## config.mk

```make
export PLATFORM = sky130hd
export DESIGN_NAME = fetch_prefetch_queue
export DESIGN_NICKNAME = d
export VERILOG_FILES = /design/src/rtl/fetch_prefetch_queue.sv
export SDC_FILE = /design/constraint.sdc
export NUM_CORES = 1
export LEC_CHECK = 0
export CAP_MARGIN = 40
export CORE_ASPECT_RATIO = 0.8
export CORE_MARGIN = 2
export CORE_UTILIZATION = 45
export DETAILED_ROUTE_END_ITERATION = 10
export GPL_TIMING_DRIVEN = 0
export PLACE_DENSITY_LB_ADDON = 0.2
export SYNTH_ARGS = -nofsm -noshare
export SYNTH_HDL_FRONTEND = slang
export SYNTH_SLANG_ARGS = --single-unit
export TNS_END_PERCENT = 50
```

## constraint.sdc

```tcl
create_clock -name clk -period 5.35 [get_ports clk]
set_clock_uncertainty 0.05 [all_clocks]
set_input_delay 0.535 -clock clk [delete_from_list [all_inputs] [get_ports clk]]
set_output_delay 0.535 -clock clk [all_outputs]
set_load 0.01 [all_outputs]
```

## src/rtl/fetch_prefetch_queue.sv

```systemverilog
// Instruction-fetch front end: in-order requests to a variable-latency imem,
// a prefetch queue of {instr, pc}, and beq/bne redirect with stale-response dropping.
module fetch_prefetch_queue #(
  parameter int                ADDR_W   = 64,
  parameter int                INSTR_W  = 32,
  parameter int                QDEPTH   = 4,
  parameter logic [ADDR_W-1:0] RESET_PC = '0
) (
  input  logic               clk,
  input  logic               rst,
  output logic               imem_req_valid,
  output logic [ADDR_W-1:0]  imem_req_addr,
  input  logic               imem_req_ready,
  input  logic               imem_rsp_valid,
  input  logic [INSTR_W-1:0] imem_rsp_data,
  input  logic               br_valid,
  input  logic [ADDR_W-1:0]  br_pc,
  input  logic [ADDR_W-1:0]  br_imm,
  input  logic               beq,
  input  logic               bne,
  input  logic               zero_flag,
  output logic               instr_valid,
  output logic [INSTR_W-1:0] instr,
  output logic [ADDR_W-1:0]  instr_pc,
  input  logic               instr_ready
);

  localparam int PW = $clog2(QDEPTH);
  localparam int CW = PW + 1;

  logic [INSTR_W-1:0] q_instr [QDEPTH];
  logic [ADDR_W-1:0]  q_pc    [QDEPTH];
  logic [PW-1:0]      rd_ptr, wr_ptr;
  logic [CW-1:0]      count, outstanding, drop, out_next;
  logic [CW:0]        credit;
  logic [ADDR_W-1:0]  fetch_pc, resp_pc, target;
  logic               taken, hs, rsp, discard, push, pop;

  // Credit covers queued entries plus every in-flight request, so a response
  // always has a slot waiting for it.
  assign credit         = {1'b0, count} + {1'b0, outstanding};
  assign imem_req_valid = ~rst & (credit < (CW+1)'(QDEPTH));
  assign imem_req_addr  = fetch_pc;

  assign instr_valid = (count != '0);
  assign instr       = instr_valid ? q_instr[rd_ptr] : '0;
  assign instr_pc    = instr_valid ? q_pc[rd_ptr]    : '0;

  assign taken  = br_valid & ((beq & zero_flag) | (bne & ~zero_flag));
  assign target = (br_pc + (br_imm << 2)) & ~(ADDR_W'(3));

  assign hs       = imem_req_valid & imem_req_ready;
  assign rsp      = imem_rsp_valid & (outstanding != '0);
  assign discard  = rsp & ((drop != '0) | taken);
  assign push     = rsp & ~discard;
  assign pop      = instr_valid & instr_ready;
  assign out_next = outstanding + CW'(hs) - CW'(rsp);

  always_ff @(posedge clk or posedge rst) begin
    if (rst) begin
      fetch_pc    <= RESET_PC;
      resp_pc     <= RESET_PC;
      rd_ptr      <= '0;
      wr_ptr      <= '0;
      count       <= '0;
      outstanding <= '0;
      drop        <= '0;
    end else begin
      outstanding <= out_next;
      if (taken) begin
        // Everything still in flight belongs to the old stream, including a
        // request accepted this very cycle.
        fetch_pc <= target;
        resp_pc  <= target;
        drop     <= out_next;
        count    <= '0;
        rd_ptr   <= '0;
        wr_ptr   <= '0;
      end else begin
        if (hs) fetch_pc <= fetch_pc + ADDR_W'(4);
        if (push) begin
          resp_pc <= resp_pc + ADDR_W'(4);
          wr_ptr  <= wr_ptr + PW'(1);
        end
        if (pop) rd_ptr <= rd_ptr + PW'(1);
        if (rsp && (drop != '0)) drop <= drop - CW'(1);
        count <= count + CW'(push) - CW'(pop);
      end
    end
  end

  always_ff @(posedge clk) begin
    if (push) begin
      q_instr[wr_ptr] <= imem_rsp_data;
      q_pc[wr_ptr]    <= resp_pc;
    end
  end

  a_no_overflow: assert property (@(posedge clk) disable iff (rst)
    !(push && !pop && (count == CW'(QDEPTH))));

endmodule

```

==> results.json, run 1 <==
{
  "outcome": "completed",
  "grt-ovfl-total": 0,
  "ys_ff_latch": 513,
  "arrival_ps": 3820,
  "path_clk_slew_ps": 60,
  "synthArstFlopShare_pct": 26.71,
  "setup_viol": 0,
  "end_kind": "primary output",
  "vias": 18090,
  "cts_max_level": 2,
  "grt_max_degree": 78,
  "synth.yosys.seq_area_share_pct": 57.70,
  "portBuffers": 322,
  "crit_path_frequent_cell": "clkbuf_1",
  "required_ps": 4760,
  "clockBufferDepth": 3,
  "relSlewSlack_pct": 42.01,
  "coreArea_um2": 56410,
  "numCtsBuffers": 52,
  "cts_tree": "built",
  "wl_per_cell_um": 21.71,
  "crit_buf_inv": 5,
  "fp.dieW_um": 270.2,
  "holdCritPathClass": "in2async",
  "grt_use_total_pct": 23.64,
  "p_comb_share_pct": 36.2,
  "yosys.area.top_type": "edfxtp_1",
  "p_sw_share_pct": 32.05,
  "yosysWarnings": 0,
  "drv_cap": 0,
  "synthCells": 2036,
  "path_depth": 7,
  "cp_top_family": "buffers and inverters",
  "fin_crit_ps": 4401,
  "drtIter0Drc": 1416,
  "layout-drive-gt1-share_pct": 8.805,
  "antenna_found_initial": 0,
  "clk_latency_ps": 590,
  "post-dp-hpwl_mm": 51.83,
  "fmax_ghz": 0.2272,
  "setup_tns_ps": 0,
  "syn_area_um2": 25510,
  "final_hold_viol_count": 0,
  "fin_crit_sh_pct": 82.27,
  "nNetsFinal": 2681,
  "p_clk_share_pct": 25.3,
  "drt-vias-per-instance": 5.590,
  "synth_cell_types": 69,
  "synth.top_cell.area_share_pct": 44.26,
  "post-place-cells": 3140,
  "row_count": 78,
  "fin_cells": 3236,
  "n_antenna_cell": 0,
  "initial_core_util_pct": 45.22,
  "ctsResizeCount": 0,
  "p_leak_nw": 11.01,
  "die_area_um2": 58620,
  "p_seq_share_pct": 38.5,
  "crit_slowest_cell": "clkbuf_1",
  "die-height_um": 217.0,
  "cts_post_setup_buffers_inserted": 0,
  "start_kind": "flip-flop",
  "rsz0062_at_grt": "false",
  "syn2layout_area_growth_pct": 24.15,
  "gp_congestion": 0.8969,
  "max_stage_delay_ps": 630,
  "root_buffer": "clkbuf_16",
  "synth-edff-count": 376,
  "syn_area_per_cell_um2": 12.53,
  "maxSlewViolCount": 0,
  "path_class": "reg2out",
  "totalWireLength_mm": 70.25,
  "hold_buffers": 0,
  "critPathMaxFanout": 10,
  "ios": 331,
  "cts.sinks": 513,
  "ant_nets": 0,
  "r2r_cells": 12,
  "internal_power_mw": 9.535,
  "power_density_nw_per_um2": 443.2,
  "synth_ff_type": "edfxtp_1",
  "route.detailed.drc": 0,
  "switchingPower_mw": 4.498,
  "grt_pass1_vias": 17720,
  "grt_first_pass_wirelength_mm": 106.0,
  "synthTopCellsByArea": "edfxtp_1 (44%), dfrtp_1 (13%), mux4_2 (8.3%)",
  "ir_drop_mv": 0.2452,
  "crit_path_cell_trace": "clkbuf_1, clkbuf_1, buf_1, buf_6, mux4_2, and2_1, clkdlybuf4s50_1",
  "timing_worst_slew_pin_value_ps": 847.9,
  "dr.pass1.iters": 5
}
## power groups by stage
stage | registers (mW) | clock network (mW) | logic (mW)
floorplan | 5.33 | 0 | 2.73
global placement | 5.45 | 0 | 5.00
detailed placement | 5.46 | 0 | 5.16
CTS | 5.39 | 3.62 | 5.17
global route | 5.46 | 3.77 | 5.50
finish | 5.40 | 3.55 | 5.08
## cell usage after synthesis (3+ instances only)
cell         n
a211oi_1    12
a21boi_0     9
a21o_1      21
a21oi_1    182
a221o_1      4
a221oi_1     9
a22oi_1      3
a2bb2oi_1    4
a31oi_1      8
a41oi_1      6
and2_1     116
and3_1      29
and4_1      13
buf_1       18
buf_2        7
buf_4        4
clkbuf_1    60
dfrtp_1    137
edfxtp_1   376
fa_1         3
ha_1        75
inv_1       42
mux4_2      94
nand2_1    168
nand3_1     58
nand4_1     54
nor2_1     152
nor2b_1      4
nor3_1      21
nor4_1       9
o211a_1      3
o211ai_1    10
o21a_1      17
o21ai_0     75
o21bai_1    14
o31ai_1      9
or2_2        6
or3_1        7
or4_1        3
xnor2_1     70
xor2_1      86
## stage by stage
stage          instance area [um^2]  setup slack, ps  util, %  hold WS (ps)  power, mW
2_1_floorplan                 25520            883.3        -         426.0      8.057
3_3_place_gp                  29690            -1826    52.64         482.2      10.45
3_5_place_dp                  30010            689.8    53.20         492.1      10.61
4_1_cts                       31670            732.9    56.14         456.4      14.18
5_1_grt                       31670            622.0    56.14         491.2      14.74
6_report                      31670            948.6    56.14         426.6      14.03
## path summary, 6_finish.rpt
path,from,end,slack [ps]
worst max-delay path,rd_ptr[0],instr_pc[28],950
worst min-delay path,rst,resp_pc[18],430
worst max register to register,outstanding[2],imem_req_addr[58],1550
worst min register to register,drop[1],drop[1],500
max in group asynchronous,rst,imem_req_addr[58],4010
min in group clk,drop[1],drop[1],500
## flip-flops by register name (all words and copies together) (netlist names)
| name | count |
|---|---|
| q_pc | 248 |
| q_instr | 128 |
| imem_req_addr | 62 |
| resp_pc | 62 |
| count | 3 |
| drop | 3 |
| outstanding | 3 |
| rd_ptr | 2 |
| wr_ptr | 2 |
## cell type report
cell class / count / area (um^2)
buffer: 89 / 357.8
clock buffer: 69 / 1420
sequential: 513 / 14720
clock inverter: 27 / 239.0
inverter: 43 / 166.4
multi-input combinational: 1394 / 10290
timing repair buffer: 341 / 3523
tap: 760 / 950.9
fill: 4724 / 24740
## kinds of logic after synthesis
kind of cell    share of synthesized area (%)
buf+inv                                 2.036
other cells                           0.01470
mux                                     8.442
compound gates                          9.869
fa+ha+maj                               3.914
flops                                   57.70
xor+xnor                                5.356
simple gates                            12.66
## metal layers
layer	share of wire [%]	vias up	GRT usage, %	wire length, um
li1	-	8441	-	-
met1	44	8845	33.37	31250
met2	45	690	37.47	31930
met3	7.5	114	4.855	5285
met4	2.5	0	6.427	1776
met5	0	-	0	0
## cells in the final DEF (no fill, tap or decap), types with 86 or more instances in the layout
cell type        count
dfrtp_1            137
edfxtp_1           376
mux4_2              94
nor2_1             152
nand2_1            168
xor2_1              86
and2_1             112
a21oi_1            182
clkdlybuf4s50_1    322
Power figures use the tool's default switching activity.
==> run 2, diff against run 1 <==
==> constraint.sdc (replaced) <==
create_clock -name clk -period 4.2 [get_ports clk]
set_clock_uncertainty 0.05 [all_clocks]
set_input_delay 0.42 -clock clk [delete_from_list [all_inputs] [get_ports clk]]
set_output_delay 0.42 -clock clk [all_outputs]
set_load 0.01 [all_outputs]
==> run 2 against run 1 <==
Critical path depth decreased by 2. Clock power increased by 28%. Die area unchanged. Sequential share of layout area about the same. Total power increased by 28%. Wire length increased by 0.80%. Highest routed layer unchanged. Global-route usage increased by 0.36 points. Cell area about the same. Cell count about the same. Sequential power increased by 28%. Utilization about the same. Flip-flop and latch count unchanged.
==> results.json, run 2 (synthesis gave the netlist of run 1 again) <==
{
  "cts_max_level": 2,
  "regMostFlops": "q_pc",
  "fin_crit_ps": 4006,
  "reg2reg_to": "imem_req_addr[58]",
  "vias": 18140,
  "wl_per_cell_um": 21.87,
  "initial_core_util_pct": 45.22,
  "ir_drop_mv": 0.2883,
  "hold_buffers": 0,
  "portBuffers": 322,
  "antenna_found_initial": 0,
  "cts_tree": "built",
  "grt_pass1_vias": 18200,
  "path_depth": 5,
  "crit_buf_inv": 3,
  "critPathLaunch": "count[1]",
  "max_stage_delay_ps": 620,
  "rsz0062_at_grt": "false",
  "root_buffer": "clkbuf_16",
  "timing_worst_slew_pin_value_ps": 899.5,
  "row_count": 78,
  "internal_power_mw": 12.16,
  "start_kind": "flip-flop",
  "cp_top_family": "buffers and inverters",
  "crit_path_cell_trace": "or3_1, clkbuf_1, clkbuf_1, and2_1, clkdlybuf4s50_1",
  "holdCritPathClass": "in2async",
  "fp.dieW_um": 270.2,
  "required_ps": 3730,
  "cts_post_setup_buffers_inserted": 0,
  "largest_registers": "q_pc: 248 flops, q_instr: 128 flops",
  "layout-drive-gt1-share_pct": 8.838,
  "setup_viol": 0,
  "outcome": "completed",
  "endpoint": "instr_pc[35]",
  "p_seq_share_pct": 38.5,
  "coreArea_um2": 56410,
  "grt-ovfl-total": 0,
  "final_common_cell": "edfxtp_1",
  "post-dp-hpwl_mm": 52.26,
  "power_mw": 17.91,
  "end_kind": "primary output",
  "crit_slowest_cell": "or3_1",
  "cts.sinks": 513,
  "grt_first_pass_wirelength_mm": 108.0,
  "power_density_nw_per_um2": 565.4,
  "grt_use_total_pct": 24.00,
  "r2r_cells": 12,
  "die_area_um2": 58620,
  "most-common-layout-cells": "edfxtp_1 (376), clkdlybuf4s50_1 (322), a21oi_1 (182)",
  "maxSlewViolCount": 0,
  "grt_max_degree": 76,
  "p_sw_share_pct": 32.09,
  "p_comb_share_pct": 36.3,
  "drv_cap": 0,
  "numCtsBuffers": 53,
  "n_antenna_cell": 0,
  "route.detailed.drc": 0,
  "clk_latency_ps": 580,
  "ff2ff_setup_slack_ps": 460,
  "p_clk_share_pct": 25.3,
  "syn2layout_area_growth_pct": 24.19,
  "relSlewSlack_pct": 38.48,
  "crit_path_frequent_cell": "clkbuf_1",
  "switchingPower_mw": 5.748,
  "final_hold_viol_count": 0,
  "path_class": "reg2out",
  "ios": 331,
  "path_clk_slew_ps": 60,
  "totalWireLength_mm": 70.81,
  "p_leak_nw": 11.01,
  "clockBufferDepth": 3,
  "gp_congestion": 0.9037,
  "reg2reg_from": "outstanding[2]",
  "dr.pass1.iters": 5,
  "critPathMaxFanout": 10,
  "fin_util_pct": 56.16,
  "fmax_ghz": 0.2496,
  "ant_nets": 0,
  "fin_crit_sh_pct": 95.38,
  "largest_reg_flops": 248,
  "drt-vias-per-instance": 5.603,
  "arrival_ps": 3540,
  "drtIter0Drc": 1371,
  "die-height_um": 217.0,
  "nNetsFinal": 2682,
  "timing.hold.ws_ps": 362.3
}
## run 2: power by group through the flow
stage	clock, mW	sequential (mW)	combinational, mW
after global placement	0	6.94	6.39
after global routing	4.81	6.96	7.03
after floorplan	0	6.78	3.48
final	4.53	6.89	6.49
after detailed placement	0	6.96	6.58
after CTS	4.61	6.87	6.60
## run 2: layer usage
| metal | vias up | routed length [um] | global-route usage, % |
|---|---|---|---|
| li1 | 8462 | - | - |
| met5 | - | 0 | 0 |
| met4 | 0 | 1497 | 6.409 |
| met2 | 660 | 32890 | 38.73 |
| met1 | 8917 | 31560 | 33.88 |
| met3 | 103 | 4864 | 4.094 |
## run 2: what timing repair did
item | 4_1_cts | 5_1_grt
setup endpoints to repair | 0 | 15
gates resized for setup | 0 | 2
endpoints found under the hold margin | 0 | 0
## run 2: how the worst min path moves through the flow
stage | cells past startpoint | slack [ps] | endpoint
detailed placement | 2 | 490 | drop[1]
global placement | 2 | 480 | drop[1]
finish | 2 | 360 | resp_pc[19]
global route | 2 | 410 | imem_req_addr[21]
floorplan | 0 | 430 | q_pc[0][41]
CTS | 2 | 370 | imem_req_addr[25]
## run 2: cell type report
class / count / area [um^2]
multi-input cells: 1394 / 10290
well taps: 760 / 950.9
fillers: 4812 / 24730
inverters: 43 / 166.4
repair buffers: 341 / 3513
flip-flops and latches: 513 / 14720
plain buffers: 89 / 359.1
clock buffers: 69 / 1459
clock inverters: 29 / 220.2
## run 2: metrics by stage
stage               setup TNS (ps)  setup WS (ps)  cells  instance area [um^2]
floorplan                   -28460         -151.4   2039                 25520
global placement          -1019480          -2872   3121                 29700
detailed placement           -1005         -352.6   3140                 30000
CTS                              0          27.71   3238                 31680
global route                     0          69.02   3238                 31680
finish                           0          194.1   3238                 31680
==> run 3, diff against run 2 <==
--- a/config.mk
+++ b/config.mk
@@ -5,6 +5,7 @@
 export SDC_FILE = /design/constraint.sdc
 export NUM_CORES = 1
 export LEC_CHECK = 0
+export ABC_CLOCK_PERIOD_IN_PS = 4200
 export CAP_MARGIN = 40
 export CORE_ASPECT_RATIO = 0.8
 export CORE_MARGIN = 2
@@ -12,6 +13,7 @@
 export DETAILED_ROUTE_END_ITERATION = 10
 export GPL_TIMING_DRIVEN = 0
 export PLACE_DENSITY_LB_ADDON = 0.2
+export SKIP_LAST_GASP = 1
 export SYNTH_ARGS = -nofsm -noshare
 export SYNTH_HDL_FRONTEND = slang
 export SYNTH_SLANG_ARGS = --single-unit
==> results of run 3 <==
The final DEF is identical to that of run 2; final timing and power are the same.
